`src/rtl/alu_ctrl_seq.sv`:
```
// rtl/alu_ctrl_seq.sv - ALU/MDU control decoder with registered handshake and MUL/DIV latency sequencing
// Decodes ALUOp/funct fields into ALUControl; M-extension ops hold the block busy until the MDU result is due.
module alu_ctrl_seq #(
  parameter int CTRL_W     = 4,
  parameter int MUL_CYCLES = 2,
  parameter int DIV_CYCLES = 32,
  parameter int CNT_W      = 6
) (
  input  logic              clk,
  input  logic              rst_n,
  input  logic              flush,
  input  logic              in_valid,
  output logic              in_ready,
  input  logic [1:0]        ALUOp,
  input  logic [2:0]        funct3,
  input  logic              funct7_5,
  input  logic              funct7_0,
  input  logic              is_imm,
  output logic              out_valid,
  output logic [CTRL_W-1:0] ALUControl,
  output logic [2:0]        md_op,
  output logic              busy,
  output logic              illegal
);

  localparam logic [3:0] C_AND  = 4'b0000;
  localparam logic [3:0] C_OR   = 4'b0001;
  localparam logic [3:0] C_ADD  = 4'b0010;
  localparam logic [3:0] C_SUB  = 4'b0110;
  localparam logic [3:0] C_SLT  = 4'b0111;
  localparam logic [3:0] C_SLTU = 4'b1000;
  localparam logic [3:0] C_XOR  = 4'b1001;
  localparam logic [3:0] C_SLL  = 4'b1010;
  localparam logic [3:0] C_SRL  = 4'b1011;
  localparam logic [3:0] C_SRA  = 4'b1100;
  localparam logic [3:0] C_MUL  = 4'b1101;
  localparam logic [3:0] C_DIV  = 4'b1110;
  localparam logic [3:0] C_ILL  = 4'b1111;

  localparam logic [CNT_W-1:0] MUL_LOAD = CNT_W'(MUL_CYCLES - 1);
  localparam logic [CNT_W-1:0] DIV_LOAD = CNT_W'(DIV_CYCLES - 1);

  typedef enum logic {S_IDLE, S_BUSY} state_t;

  state_t           r_state, w_state_nxt;
  logic [CNT_W-1:0] r_cnt, w_cnt_nxt;
  logic             r_out_valid, w_out_valid_nxt;
  logic [3:0]       r_code, w_code;
  logic [2:0]       r_md_op, w_md_op;
  logic             r_illegal, w_illegal;
  logic             w_is_md;
  logic             w_load;

  always_comb begin
    w_code    = C_ADD;
    w_md_op   = 3'b000;
    w_is_md   = 1'b0;
    w_illegal = 1'b0;
    case (ALUOp)
      2'b00: w_code = C_ADD;
      2'b01: w_code = C_SUB;
      2'b11: begin
        w_code    = C_ILL;
        w_illegal = 1'b1;
      end
      default: begin
        // funct7_0 only selects the M-extension on register-register ops
        if (!is_imm && funct7_0) begin
          w_is_md = 1'b1;
          w_md_op = funct3;
          w_code  = funct3[2] ? C_DIV : C_MUL;
        end else begin
          case (funct3)
            3'b000:  w_code = (funct7_5 && !is_imm) ? C_SUB : C_ADD;
            3'b001:  w_code = C_SLL;
            3'b010:  w_code = C_SLT;
            3'b011:  w_code = C_SLTU;
            3'b100:  w_code = C_XOR;
            3'b101:  w_code = funct7_5 ? C_SRA : C_SRL;
            3'b110:  w_code = C_OR;
            default: w_code = C_AND;
          endcase
        end
      end
    endcase
  end

  always_comb begin
    w_state_nxt     = r_state;
    w_cnt_nxt       = r_cnt;
    w_out_valid_nxt = 1'b0;
    w_load          = 1'b0;
    in_ready        = (r_state == S_IDLE);
    busy            = (r_state == S_BUSY);
    if (flush) begin
      w_state_nxt = S_IDLE;
      w_cnt_nxt   = '0;
    end else begin
      case (r_state)
        S_IDLE: begin
          if (in_valid) begin
            w_load = 1'b1;
            if (w_is_md) begin
              w_state_nxt = S_BUSY;
              w_cnt_nxt   = w_md_op[2] ? DIV_LOAD : MUL_LOAD;
            end else begin
              w_out_valid_nxt = 1'b1;
            end
          end
        end
        default: begin
          if (r_cnt == '0) begin
            w_state_nxt     = S_IDLE;
            w_out_valid_nxt = 1'b1;
          end else begin
            w_cnt_nxt = r_cnt - 1'b1;
          end
        end
      endcase
    end
  end

  always_ff @(posedge clk or negedge rst_n) begin
    if (!rst_n) begin
      r_state     <= S_IDLE;
      r_cnt       <= '0;
      r_out_valid <= 1'b0;
      r_code      <= C_ADD;
      r_md_op     <= 3'b000;
      r_illegal   <= 1'b0;
    end else begin
      r_state     <= w_state_nxt;
      r_cnt       <= w_cnt_nxt;
      r_out_valid <= w_out_valid_nxt;
      // operation fields stay frozen through BUSY, the result pulse and any flush
      if (w_load) begin
        r_code    <= w_code;
        r_md_op   <= w_md_op;
        r_illegal <= w_illegal;
      end
    end
  end

  assign out_valid  = r_out_valid;
  assign ALUControl = CTRL_W'(r_code);
  assign md_op      = r_md_op;
  assign illegal    = r_illegal;

endmodule

```
`config.mk`:
```
export PLATFORM = sky130hd
export DESIGN_NAME = alu_ctrl_seq
export DESIGN_NICKNAME = d
export VERILOG_FILES = /design/src/rtl/alu_ctrl_seq.sv
export SDC_FILE = /design/constraint.sdc
export NUM_CORES = 1
export LEC_CHECK = 0
export ABC_AREA = 1
export CAP_MARGIN = 15
export CORE_MARGIN = 1.5
export CORE_UTILIZATION = 38
export CTS_CLUSTER_DIAMETER = 120
export CTS_CLUSTER_SIZE = 12
export DETAILED_ROUTE_END_ITERATION = 12
export GPL_TIMING_DRIVEN = 0
export PLACE_DENSITY_LB_ADDON = 0.05
export REMOVE_ABC_BUFFERS = 1
export SETUP_SLACK_MARGIN = 0.2
export SYNTH_ARGS = -nofsm -noshare
export SYNTH_HDL_FRONTEND = slang
export SYNTH_SLANG_ARGS = --single-unit
```
`constraint.sdc`:
```
create_clock -name clk -period 2 [get_ports clk]
set_input_delay 0.4 -clock clk [delete_from_list [all_inputs] [get_ports clk]]
set_output_delay 0.4 -clock clk [all_outputs]
set_load 0.02 [all_outputs]
```
After elaboration in Yosys (flattened, before gate mapping). Index checks and enable logic that the tools add are counted.

$add $sub $neg: 1. Multipliers: 0. Div/mod/pow operators: 0. Order comparisons: 0. Equal/unequal tests: 9. Shifts and indexed selects: 0. Mux-type cells: 30. Bitwise operators: 1. Reductions and logical operators: 10.

Operator list (number): 6-bit two-way mux (5); 4-bit case mux with 7 select lines (1); 1-bit two-way mux (16); 3-bit two-way mux (4); 4-bit case mux with 3 select lines (1); 3-bit == test, second input constant (3); 3-bit by 2-bit == test with 1-bit output, second input constant (2); 6-bit logical NOT (1); 3-bit nonzero test (2); 6-bit by 1-bit subtractor with 6-bit output, second input constant (1); 5-bit two-way mux (1); 4-bit two-way mux (1); 3-bit by 1-bit == test with 1-bit output, second input constant (1); 3-bit logical NOT (1); 3-bit inequality test, second input constant (1); 3-bit AND reduction (1); 3-bit OR reduction (1); 2-bit by 1-bit == test with 1-bit output, second input constant (1); 2-bit == test, second input constant (1); 1-bit logical AND (2); 2-bit logical NOT (1); 2-bit two-way mux (1); 1-bit logical NOT (1); 1-bit NOT (1).

Register bits: 16. Bits in latches: 0. Memory bits (writable): 0. Bits in read-only memories: 0. Input port bits: 12. Output and inout port bits: 11. Logic and storage cells: 57. Memories: 0.

Logic depth before layout (Yosys ltp).
Word-level depth: 9. Depth in mapped cells: 8. Depth with buffers taken out: 8.

Worst setup path after synthesis. No wires, ideal clock.

Kind: register -> register. Start: reg r_state (netlist: busy). End: reg r_code[0] (netlist: ALUControl[0]). Library setup time: 122 ps. Arrival: 1161 ps. Data required time: 1878 ps. Slack: 717 ps. Cell stages (with the launch flop): 7. Buffers on the path: 0. Clock period less this slack: 1283 ps. Path through: dfrtp_1 > inv_4 > nand2_4 > nor2_8 > inv_4 > a21oi_2 > a21oi_1.

Cells in the longest elaborated chain, start to end: 2.

RTL lines: start: declaration (line 45) `state_t r_state, w_state_nxt;`; start signal: assignment (line 132) `r_state <= w_state_nxt;`; 1-bit two-way mux (line 99) `case (r_state)`; 1-bit two-way mux (line 95) `if (flush) begin`; end signal: assignment (line 137) `r_code <= w_code;`; end: declaration (line 48) `logic [3:0] r_code, w_code;`.

No other way between the ends. A chain may end at the register's enable or synchronous reset.

Final worst setup path.
Start: reg r_state (netlist: busy). End: out in_ready.

Cells in the longest elaborated chain, start to end: 1.

RTL lines: 1-bit NOT; end: declaration (line 13) `output logic in_ready,`.

No other way between the ends.

==> qor.yml <==
ys_ff_latch: 16
clock_sinks: 16
reg2reg_from: "r_cnt[0]"
chipWidth_um: 54
final_nets: 166
die_h_um: 54
clock_latency_ns: 0.29
synth_most_common_cell: "nand2_1"
antenna_found_initial: 0
syn_to_final_growth_pct: 29.4
p_seq_share_pct: 48.2
synth_largest_area_cell: "dfrtp_1"
synthesis.area_um2: 988
grt_overflow: 0
rows: 18
io_buffers: 22
min_period_over_period_pct: 84.3
ys.flop_type: "dfrtp_1"
rsz0062_at_grt: "no"
r2r_cells: 7
tns_ns: 0
synth.area.top_cells: "dfrtp_1, nand2_1, nor2_1"
cts_setup_buffers: 0
layout_min_cycle_time_ns: 1.69
grt_pass1_wl_um: 3530
setup_slack_ns: 0.313
slew_violations: 0
yosys_warnings: 0
start_kind: "register"
drt_pre_antenna_iters: 4
min_path_type: "reg -> reg"
power_density_nw_per_um2: 570
async_reset_ff_share_pct: 100
drtIter0Drc: 17
r2r_slack_ns: 0.68
tritoncts: "done"
synth_edf_count: 0
drv_cap: 0
cts_inserted_buffers: 3
vias_per_cell: 4.87
drt_wl_total_um: 2120
critPathKind: "reg -> out"
ys_types: 27
ys_seq_area_share_pct: 40.6
cp_max_fo: 7
r2r_end: "r_cnt[3]"
remaining_drc_errors: 0
power_frac_comb_pct: 22.1
dpl.hpwl_um: 1640
finClkSkew_ns: 0.00499
ctsRootBufferMaster: "clkbuf_4"
pwr-share-clk_pct: 29.7
core_um2: 2480
p_int_mw: 0.523
ir_drop_mv: 0.320
slew_headroom_pct: 50.0
grt_max_degree: 17
yosysTopAreaCellShare_pct: 38.0
grt_pass1_vias: 840
start_util_pct: 39.9
antennaDiodeCount: 0
power.switching_mw: 0.206
wl_per_cell_um: 11.7
gp_congestion: 0.779
fmax_ghz: 0.593
hold_violations: 0
ctsHoldBuffers: 0
pre_cts_slack_ns: 0.246
clkTransAtPathRegs_ns: 0.10
power_mw: 0.729
total_leakage_power_nw: 0.591
cp.arrival_ns: 1.29
worstSetupStartpoint: "busy"
cp-end-kind: "output port"
switching_share_pct: 28.2
drive_gt1_share_pct: 13.9
setup_viol: 0
synth_area_per_cell_um2: 7.91
pin_count: 23
final_util_pct: 51.6
crit_end: "in_ready"
dr_total_vias: 881
tightestPinTransition_ns: 0.747
status: "finished clean"
required_ns: 1.60
synth_common_cells: "nand2_1, nor2_1, dfrtp_1"
htree_num_levels: 1
drtAntennaViolNets: 0
syn_inst: 125
cts_buffer_depth: 2
dieArea_um2: 2920
gr-usage-all-layers_pct: 17.2
metal layers:
| layer | share of wire [%] | GRT usage, % | vias up |
|---|---|---|---|
| met3 | 3.9 | 2.50 | 2 |
| met4 | 0.47 | 7.50 | 0 |
| li1 | - | - | 465 |
| met5 | 0 | 0 | - |
| met1 | 47 | 20.1 | 393 |
| met2 | 48 | 30.9 | 21 |
layout make-up:
class / instances / area [um2]
fill: 267 / 1200
multi-input combinational: 94 / 526
sequential: 16 / 402
timing repair buffer: 22 / 216
inverter: 15 / 61.3
tap: 30 / 37.5
clock buffer: 4 / 36.3
cells in the final DEF, fill, tap and decap left out, types with 2 or more instances in the layout:
master,synthesis,final
ha_1,2,2
inv_1,12,12
clkdlybuf4s50_1,0,19
o211ai_1,3,3
nor2_4,2,2
nor2_1,17,17
dfrtp_1,15,15
dlygate4sd2_1,0,3
o21ai_0,7,7
o21ai_1,4,4
clkbuf_4,0,3
nand2_4,3,3
nand3_1,10,10
a21oi_1,4,4
nand2_1,29,29
inv_4,2,2
nand2_2,2,2
flip-flops by register name (all words and copies together), names as in the netlist:
name        count
ALUControl      4
busy            1
illegal         1
md_op           3
out_valid       1
r_cnt           6
per-stage QoR:
step	std cells	instance area, um2	hold WS, ns
5_1_grt	181	1280	0.539
4_1_cts	181	1280	0.505
2_1_floorplan	125	988	0.104
3_5_place_dp	177	1250	0.484
6_report	181	1280	0.504
3_3_place_gp	177	1250	0.473
cell families after synthesis:
kind of cell,Yosys count,synth area share [%]
AND/OR/NAND/NOR,69,35.6
AO/OA/AOI/OAI,23,15.1
adder cells (fa/ha/maj),2,2.53
buffers and inverters,15,6.20
flip-flops,16,40.6
worst min path at each step:
stage                     depth (start not counted)  slack [ns]          start            end
final                                             2        0.50  ALUControl[1]  ALUControl[1]
after global routing                              2        0.54       md_op[0]       md_op[0]
after CTS                                         2        0.50  ALUControl[1]  ALUControl[1]
after detailed placement                          2        0.48       md_op[2]       md_op[2]
after global placement                            2        0.47       md_op[1]       md_op[1]
after floorplan                                   0        0.10          rst_n  ALUControl[0]
critical path, cell delays in order (launching register included):
cell           delay [ns]
dfrtp_1              0.48
inv_4                0.17
dlygate4sd2_1        0.35
repair_timing:
action                                 in CTS  in global routing
setup endpoints to repair                   3                  0
resized for setup                           3                  0
endpoints found under the hold margin       0                  0
power groups by stage:
stage                     Sequential, mW  Combinational, mW  Clock, mW
after floorplan                    0.378             0.0602          0
after global placement             0.356              0.164          0
after detailed placement           0.358              0.165          0
after CTS                          0.351              0.164      0.227
after global routing               0.353              0.178      0.236
final                              0.351              0.161      0.217
(Power assumes the default switching activity.)
